==> config.mk <==
export PLATFORM = sky130hd
export DESIGN_NAME = knn_vote_merge
export DESIGN_NICKNAME = d
export VERILOG_FILES = /design/src/rtl/knn_pkg.sv /design/src/rtl/knn_sorted_insert.sv /design/src/rtl/knn_vote_merge.sv
export SDC_FILE = /design/constraint.sdc
export NUM_CORES = 1
export LEC_CHECK = 0
export BUFFER_PORTS_ARGS = -buffer_cell sky130_fd_sc_hd__buf_2
export CAP_MARGIN = 25
export CELL_PAD_IN_SITES_DETAIL_PLACEMENT = 1
export CELL_PAD_IN_SITES_GLOBAL_PLACEMENT = 1
export CORE_MARGIN = 10
export CORE_UTILIZATION = 45
export CTS_CLUSTER_SIZE = 10
export DETAILED_ROUTE_END_ITERATION = 10
export PLACE_DENSITY_LB_ADDON = 0.1
export SLEW_MARGIN = 30
export SYNTH_ARGS = -nofsm -noshare
export SYNTH_HDL_FRONTEND = slang
export SYNTH_SLANG_ARGS = --single-unit
==> constraint.sdc <==
create_clock -name ap_clk -period 5.1 [get_ports ap_clk]
set_input_delay 0 -clock ap_clk [delete_from_list [all_inputs] [get_ports ap_clk]]
set_output_delay 0 -clock ap_clk [all_outputs]
set_load 0.03 [all_outputs]
==> src/rtl/knn_pkg.sv <==
// rtl/knn_pkg.sv - shared widths, field layout and state encoding for knn_vote_merge
// Contents:
//   DIST_BITS_DEF / LABEL_BITS_DEF : default field widths of a 32-bit stream word
//   LABEL_LSB / DIST_LSB           : field positions within a word {dist, label}
//   state_t                        : merge FSM encoding
//   INVALID_LABEL                  : all-ones pattern; truncate to any label width
package knn_pkg;

  localparam int DIST_BITS_DEF  = 24;
  localparam int LABEL_BITS_DEF = 8;

  localparam int LABEL_LSB = 0;
  localparam int DIST_LSB  = LABEL_BITS_DEF;

  typedef enum logic [1:0] {
    ST_COLLECT = 2'd0,
    ST_VOTE    = 2'd1,
    ST_EMIT    = 2'd2
  } state_t;

  localparam logic [31:0] INVALID_LABEL = '1;

endpackage

==> src/rtl/knn_sorted_insert.sv <==
// rtl/knn_sorted_insert.sv - K-entry ascending-distance list with single-cycle insert
// Ports:
//   clk, rst_n             : clock, asynchronous active-low reset
//   clr                    : synchronous reinitialise to all-ones entries (wins over insert)
//   ins_vld                : insert ins_dist/ins_label this cycle
//   ins_dist, ins_label    : candidate entry
//   head_dist              : distance of entry 0 (nearest)
//   label_flat             : labels of all entries, entry i at [i*LABEL_BITS +: LABEL_BITS]
module knn_sorted_insert
  import knn_pkg::*;
#(
  parameter int K          = 3,
  parameter int DIST_BITS  = DIST_BITS_DEF,
  parameter int LABEL_BITS = LABEL_BITS_DEF
) (
  input  logic                    clk,
  input  logic                    rst_n,
  input  logic                    clr,
  input  logic                    ins_vld,
  input  logic [DIST_BITS-1:0]    ins_dist,
  input  logic [LABEL_BITS-1:0]   ins_label,
  output logic [DIST_BITS-1:0]    head_dist,
  output logic [K*LABEL_BITS-1:0] label_flat
);

  localparam logic [LABEL_BITS-1:0] NO_LABEL = LABEL_BITS'(INVALID_LABEL);

  logic [DIST_BITS-1:0]  dist_q  [K];
  logic [DIST_BITS-1:0]  dist_d  [K];
  logic [LABEL_BITS-1:0] label_q [K];
  logic [LABEL_BITS-1:0] label_d [K];
  logic [K-1:0]          less;

  // The list is always sorted, so "less" is a thermometer code: the first set
  // bit is the insertion slot, every later set bit shifts down by one and the
  // last entry falls off. Strict compare keeps older equal-distance entries ahead.
  always_comb begin
    for (int i = 0; i < K; i++) begin
      less[i]    = (ins_dist < dist_q[i]);
      dist_d[i]  = dist_q[i];
      label_d[i] = label_q[i];
    end
    if (clr) begin
      for (int i = 0; i < K; i++) begin
        dist_d[i]  = '1;
        label_d[i] = NO_LABEL;
      end
    end else if (ins_vld) begin
      if (less[0]) begin
        dist_d[0]  = ins_dist;
        label_d[0] = ins_label;
      end
      for (int i = 1; i < K; i++) begin
        if (less[i]) begin
          if (less[i-1]) begin
            dist_d[i]  = dist_q[i-1];
            label_d[i] = label_q[i-1];
          end else begin
            dist_d[i]  = ins_dist;
            label_d[i] = ins_label;
          end
        end
      end
    end
  end

  always_ff @(posedge clk or negedge rst_n) begin
    if (!rst_n) begin
      for (int i = 0; i < K; i++) begin
        dist_q[i]  <= '1;
        label_q[i] <= NO_LABEL;
      end
    end else begin
      for (int i = 0; i < K; i++) begin
        dist_q[i]  <= dist_d[i];
        label_q[i] <= label_d[i];
      end
    end
  end

  assign head_dist = dist_q[0];

  for (genvar g = 0; g < K; g++) begin : g_flat
    assign label_flat[g*LABEL_BITS +: LABEL_BITS] = label_q[g];
  end

endmodule

==> src/rtl/knn_vote_merge.sv <==
// rtl/knn_vote_merge.sv - merge two cluster KNN streams into a global K list and majority-vote it
// Ports:
//   ap_clk, ap_rst_n                          : clock, asynchronous active-low reset
//   Input_1_V_V / _ap_vld / _ap_ack           : cluster stream 1, {dist, label}
//   Input_2_V_V / _ap_vld / _ap_ack           : cluster stream 2, drained after stream 1
//   Output_1_V_V / _ap_vld / _ap_ack          : result {nearest_dist, winner_label}
module knn_vote_merge
  import knn_pkg::*;
#(
  parameter int K          = 3,
  parameter int K_IN       = 3,
  parameter int DIST_BITS  = DIST_BITS_DEF,
  parameter int LABEL_BITS = LABEL_BITS_DEF,
  parameter int NUM_LABELS = 10
) (
  input  logic                            ap_clk,
  input  logic                            ap_rst_n,
  input  logic [DIST_BITS+LABEL_BITS-1:0] Input_1_V_V,
  input  logic                            Input_1_V_V_ap_vld,
  output logic                            Input_1_V_V_ap_ack,
  input  logic [DIST_BITS+LABEL_BITS-1:0] Input_2_V_V,
  input  logic                            Input_2_V_V_ap_vld,
  output logic                            Input_2_V_V_ap_ack,
  output logic [DIST_BITS+LABEL_BITS-1:0] Output_1_V_V,
  output logic                            Output_1_V_V_ap_vld,
  input  logic                            Output_1_V_V_ap_ack
);

  localparam int CNTW = $clog2(K_IN + 1);
  localparam int VW   = $clog2(K + 1);
  localparam int IW   = (K > 1) ? $clog2(K) : 1;
  localparam logic [LABEL_BITS-1:0] NO_LABEL = LABEL_BITS'(INVALID_LABEL);

  state_t                          state_q, state_d;
  logic                            run_q, run_d;
  logic [CNTW-1:0]                 cnt1_q, cnt1_d;
  logic [CNTW-1:0]                 cnt2_q, cnt2_d;
  logic [IW-1:0]                   vidx_q, vidx_d;
  logic [VW-1:0]                   vcnt_q [NUM_LABELS];
  logic [VW-1:0]                   vcnt_d [NUM_LABELS];
  logic [VW-1:0]                   best_cnt_q, best_cnt_d;
  logic [LABEL_BITS-1:0]           best_lbl_q, best_lbl_d;
  logic [DIST_BITS+LABEL_BITS-1:0] out_data_q, out_data_d;

  logic                            acc1, acc2, last_word, vote_last, list_clr;
  logic [DIST_BITS-1:0]            ins_dist, head_dist;
  logic [LABEL_BITS-1:0]           ins_label, cur_label;
  logic [K*LABEL_BITS-1:0]         label_flat;
  logic [VW-1:0]                   new_cnt;

  assign acc1      = Input_1_V_V_ap_ack & Input_1_V_V_ap_vld;
  assign acc2      = Input_2_V_V_ap_ack & Input_2_V_V_ap_vld;
  assign last_word = acc2 && (cnt2_q == CNTW'(K_IN - 1));
  assign vote_last = (vidx_q == IW'(K - 1));
  assign list_clr  = (state_q == ST_EMIT) && Output_1_V_V_ap_ack;
  assign ins_dist  = acc1 ? Input_1_V_V[DIST_LSB +: DIST_BITS]   : Input_2_V_V[DIST_LSB +: DIST_BITS];
  assign ins_label = acc1 ? Input_1_V_V[LABEL_LSB +: LABEL_BITS] : Input_2_V_V[LABEL_LSB +: LABEL_BITS];

  knn_sorted_insert #(
    .K          (K),
    .DIST_BITS  (DIST_BITS),
    .LABEL_BITS (LABEL_BITS)
  ) u_list (
    .clk        (ap_clk),
    .rst_n      (ap_rst_n),
    .clr        (list_clr),
    .ins_vld    (acc1 | acc2),
    .ins_dist   (ins_dist),
    .ins_label  (ins_label),
    .head_dist  (head_dist),
    .label_flat (label_flat)
  );

  // FSM: state register
  always_ff @(posedge ap_clk or negedge ap_rst_n) begin
    if (!ap_rst_n) state_q <= ST_COLLECT;
    else           state_q <= state_d;
  end

  // FSM: next state
  always_comb begin
    state_d = state_q;
    case (state_q)
      ST_COLLECT: if (last_word)           state_d = ST_VOTE;
      ST_VOTE:    if (vote_last)           state_d = ST_EMIT;
      ST_EMIT:    if (Output_1_V_V_ap_ack) state_d = ST_COLLECT;
      default:                             state_d = ST_COLLECT;
    endcase
  end

  // FSM: outputs. run_q holds acks low during reset and the first cycle after,
  // so an asserted reset drops them at once without a reset-to-ack comb path.
  always_comb begin
    Input_1_V_V_ap_ack  = run_q && (state_q == ST_COLLECT) && (cnt1_q < CNTW'(K_IN));
    Input_2_V_V_ap_ack  = run_q && (state_q == ST_COLLECT) && (cnt1_q == CNTW'(K_IN))
                          && (cnt2_q < CNTW'(K_IN));
    Output_1_V_V_ap_vld = (state_q == ST_EMIT);
  end

  assign Output_1_V_V = out_data_q;

  // Datapath: input counters, vote scan, result capture
  always_comb begin
    run_d      = 1'b1;
    cnt1_d     = cnt1_q;
    cnt2_d     = cnt2_q;
    vidx_d     = vidx_q;
    best_cnt_d = best_cnt_q;
    best_lbl_d = best_lbl_q;
    out_data_d = out_data_q;
    new_cnt    = '0;
    cur_label  = NO_LABEL;
    for (int j = 0; j < NUM_LABELS; j++) vcnt_d[j] = vcnt_q[j];
    for (int i = 0; i < K; i++) begin
      if (vidx_q == IW'(i)) cur_label = label_flat[i*LABEL_BITS +: LABEL_BITS];
    end

    case (state_q)
      ST_COLLECT: begin
        if (acc1) cnt1_d = cnt1_q + CNTW'(1);
        if (acc2) cnt2_d = cnt2_q + CNTW'(1);
        if (last_word) begin
          cnt1_d = '0;
          cnt2_d = '0;
        end
      end
      ST_VOTE: begin
        // Strict ">" keeps the label that reached the leading count first.
        for (int j = 0; j < NUM_LABELS; j++) begin
          if (cur_label == LABEL_BITS'(j)) begin
            new_cnt   = vcnt_q[j] + VW'(1);
            vcnt_d[j] = new_cnt;
            if (new_cnt > best_cnt_q) begin
              best_cnt_d = new_cnt;
              best_lbl_d = cur_label;
            end
          end
        end
        vidx_d = vidx_q + IW'(1);
        if (vote_last) begin
          vidx_d     = '0;
          out_data_d = {head_dist, best_lbl_d};
        end
      end
      ST_EMIT: begin
        if (Output_1_V_V_ap_ack) begin
          for (int j = 0; j < NUM_LABELS; j++) vcnt_d[j] = '0;
          best_cnt_d = '0;
          best_lbl_d = NO_LABEL;
        end
      end
      default: ;
    endcase
  end

  always_ff @(posedge ap_clk or negedge ap_rst_n) begin
    if (!ap_rst_n) begin
      run_q      <= 1'b0;
      cnt1_q     <= '0;
      cnt2_q     <= '0;
      vidx_q     <= '0;
      best_cnt_q <= '0;
      best_lbl_q <= NO_LABEL;
      out_data_q <= '0;
      for (int j = 0; j < NUM_LABELS; j++) vcnt_q[j] <= '0;
    end else begin
      run_q      <= run_d;
      cnt1_q     <= cnt1_d;
      cnt2_q     <= cnt2_d;
      vidx_q     <= vidx_d;
      best_cnt_q <= best_cnt_d;
      best_lbl_q <= best_lbl_d;
      out_data_q <= out_data_d;
      for (int j = 0; j < NUM_LABELS; j++) vcnt_q[j] <= vcnt_d[j];
    end
  end

endmodule

==> out/metrics.yaml <==
placement:
  placed_area_um2: 11600
  pre_cts_ws_ns: 0.575
  hpwl_mm: 22.3
  place_inst: 1493
  port_buffers: 103
  gp_congestion: 0.841
power:
  p_leak_nw: 5.71
  ir_drop_mv: 0.334
  cellPowerDensity_nw_per_um2: 649
yosys:
  netlist_area_um2: 10700
  ys.warnings.count: 0
  synth_cells: 1115
  async_flop_share_pct: 100
  synth_seq_cells: 167
  synth-main-ff-cell: "dfstp_2"
  ys_seq_area_share_pct: 40.2
  mappedNetlistNets: 1275
  yosysUniqueCellTypes: 66
  syn_avg_cell_area_um2: 9.62
  synth_edf_count: 0
clock_network:
  cts_setup_buffers: 0
  tritoncts: "yes"
  numCtsBuffers: 17
  insertion_delay_ns: 0.43
  htreeDepth: 4
  clk_path_buf_depth: 2
  clk_pin_slew_worst_paths_ns: 0.07
  cts_sinks: 167
  cts_root_buf: "clkbuf_16"
setup_path:
  crit_chain: "ha_1 -> nor4b_4 -> nand2_1 -> buf_4 -> mux2_2 -> ha_1 -> and3_1 -> nand4_1 -> or4_1 -> a2111oi_0 -> or3_2 -> or2_1 -> buf_4 -> mux2i_1"
  path_max_fanout: 30
  cp_slowest_cell: "or4_1"
  cp.depth: 14
  crit_family: "simple AND/OR/NAND/NOR gates"
  r2r_cells: 14
  worstPathArrival_ns: 4.90
  start_kind: "flop"
  critPathMaxStageDelay_ns: 0.55
  cp_num_buf_inv: 2
  cp-end-kind: "flop"
  path_class: "flop to flop"
  cp.required_ns: 5.46
run:
  maxCapViolCount: 0
grt:
  antenna_found_initial: 1
  gr-total-overflow: 0
  grt_pass1_wl_mm: 51.9
  grt_pass1_vias: 9689
  grt_max_degree: 168
  grtUsageTotal_pct: 20.9
routing:
  wl_per_cell_um: 20.4
  drtIter0Drc: 404
  vias: 8730
  drt-pass1-iter-count: 4
  ant_nets: 0
  vias_per_cell: 5.65
  drt-total-wl_mm: 31.5
  drcViolationCount: 0
run_status:
  outcome: "complete, no violations"
sta:
  setup_slack_ns: 0.567
  fmax_mhz: 221
  drv_slew: 0
  setup_violations: 0
  tns_ns: 0
  max_slew_margin_pct: 39.9
  fin_worst_skew_ns: 0.0115
  hold_viol_final: 0
  period_share_pct: 88.9
  grt_setup_unrepaired: "no"
  worst_pin_slew_ns: 0.894
  period_minus_slack_ns: 4.53
hold_path:
  hp-class: "input port to flop"
  whs_path_depth: 4
layout:
  drive_above_1_share_pct: 25.0
  fin_cells: 1545
  final_cell_area_um2: 12400
  final_nets: 1373
  diodes: 0
  syn_to_final_growth_pct: 15.4
floorplanning:
  core_area_um2: 23500
  die-area_um2: 30400
  fp-row-count: 56
  die_w_um: 174
  initial_core_util_pct: 45.7
  ios: 104
  die_y_um: 174
==> cell type report <==
class	instances	area, µm²
Clock inverter	15	153
Timing Repair Buffer	139	907
Tap cell	319	399
Sequential cell	167	4310
Inverter	82	308
Fill cell	2672	11100
Multi-Input combinational cell	806	5870
Clock buffer	17	425
==> metrics by stage <==
stage | utilization [%] | hold WS, ns | total power, mW
6_report | 52.7 | 0.0124 | 8.03
5_1_grt | 52.7 | 0.0300 | 8.71
4_1_cts | 52.5 | 0.00659 | 8.06
3_5_place_dp | 49.2 | 0.261 | 6.69
3_3_place_gp | 49.2 | 0.272 | 6.53
2_1_floorplan | - | -0.296 | 5.49
==> per-layer routing <==
| layer | wire length, µm | track usage (%) | up-vias | part of all wire (%) |
|---|---|---|---|---|
| met4 | 586 | 6.38 | 0 | 1.9 |
| met5 | 0 | 0 | - | 0 |
| met1 | 14400 | 26.4 | 4367 | 46 |
| met2 | 15500 | 36.1 | 154 | 49 |
| li1 | - | - | 4172 | - |
| met3 | 933 | 3.12 | 37 | 3.0 |
==> tightest hold or removal path, delay by kind of cell <==
| family | cells | cell delay, ns |
|---|---|---|
| mux | 2 | 0.27 |
| buf+inv | 1 | 0.08 |
| simple gates | 1 | 0.06 |
==> sequential cells by signal (all words and copies together), names as in the netlist, 2 cells and up <==
signal,count
vidx_q,2
u_list.label_flat,24
Output_1_V_V,32
state_q,2
best_lbl_q,8
vcnt_q,20
cnt2_q,2
best_cnt_q,2
u_list.head_dist,24
cnt1_q,2
u_list.dist_q,48
==> where the power goes <==
| group | total, mW | switching [mW] | internal [mW] |
|---|---|---|---|
| registers | 2.64 | 0.487 | 2.15 |
| clock network | 1.29 | 0.635 | 0.655 |
| logic | 4.09 | 2.45 | 1.65 |
| total | 8.03 | 3.57 | 4.45 |
==> placed cells by master (no fill, tap or decap), types with 9 or more instances in the layout <==
| master | instances |
|---|---|
| nor2b_1 | 12 |
| o21ai_1 | 53 |
| clkbuf_16 | 17 |
| dlygate4sd3_1 | 18 |
| dfrtp_1 | 63 |
| a21o_1 | 15 |
| inv_1 | 82 |
| mux2_2 | 33 |
| ha_1 | 91 |
| buf_4 | 13 |
| a21oi_1 | 47 |
| nor3_1 | 13 |
| nand4_1 | 9 |
| a211oi_1 | 10 |
| nand2_1 | 131 |
| o211ai_1 | 39 |
| mux2i_1 | 118 |
| buf_2 | 102 |
| dfstp_2 | 104 |
| nor2_1 | 35 |
| o21ai_0 | 65 |
| nand3_1 | 22 |
==> final timing paths <==
check / start / end / slack, ns
min in group asynchronous: ap_rst_n / cnt2_q[0] / 0.12
max in group asynchronous: ap_rst_n / best_cnt_q[1] / 4.13
setup reg to reg: cnt1_q[0] / u_list.label_flat[15] / 0.57
hold reg to reg: Output_1_V_V[4] / Output_1_V_V[4] / 0.47
hold / removal: Input_2_V_V[2] / u_list.label_flat[2] / 0.01
setup / recovery: cnt1_q[0] / u_list.label_flat[15] / 0.57
==> timing repair <==
action	4_1_cts	5_1_grt
gates resized for setup	0	0
endpoints found under the hold margin	75	0
hold buffers	18	0
==> cells by family after synthesis <==
kind of cell / Yosys count / synth area share [%]
other: 1 / 0.0350
AO/OA/AOI/OAI: 278 / 16.0
adder cells (fa/ha/maj): 91 / 10.6
XOR/XNOR: 11 / 0.899
flip-flops: 167 / 40.2
multiplexers: 154 / 14.8
buffers and inverters: 142 / 5.40
AND/OR/NAND/NOR: 271 / 12.1
==> Yosys cell counts, types with 9 or more instances <==
| cell | count | area, µm² |
|---|---|---|
| mux2_2 | 33 | 372 |
| nand3_1 | 22 | 110 |
| nor2b_1 | 12 | 75.1 |
| nand2_1 | 133 | 499 |
| a211oi_1 | 10 | 75.1 |
| nor2_1 | 35 | 131 |
| o21ai_0 | 65 | 325 |
| dfrtp_1 | 63 | 1580 |
| buf_2 | 16 | 80.1 |
| mux2i_1 | 118 | 1180 |
| nor3_1 | 13 | 65.1 |
| a21oi_1 | 47 | 235 |
| a21o_1 | 15 | 113 |
| o21ai_1 | 53 | 265 |
| inv_1 | 82 | 308 |
| ha_1 | 91 | 1140 |
| dfstp_2 | 104 | 2730 |
| nand4_1 | 9 | 56.3 |
| clkbuf_1 | 35 | 131 |
| o211ai_1 | 39 | 293 |
Power figures use the tool's default switching activity.
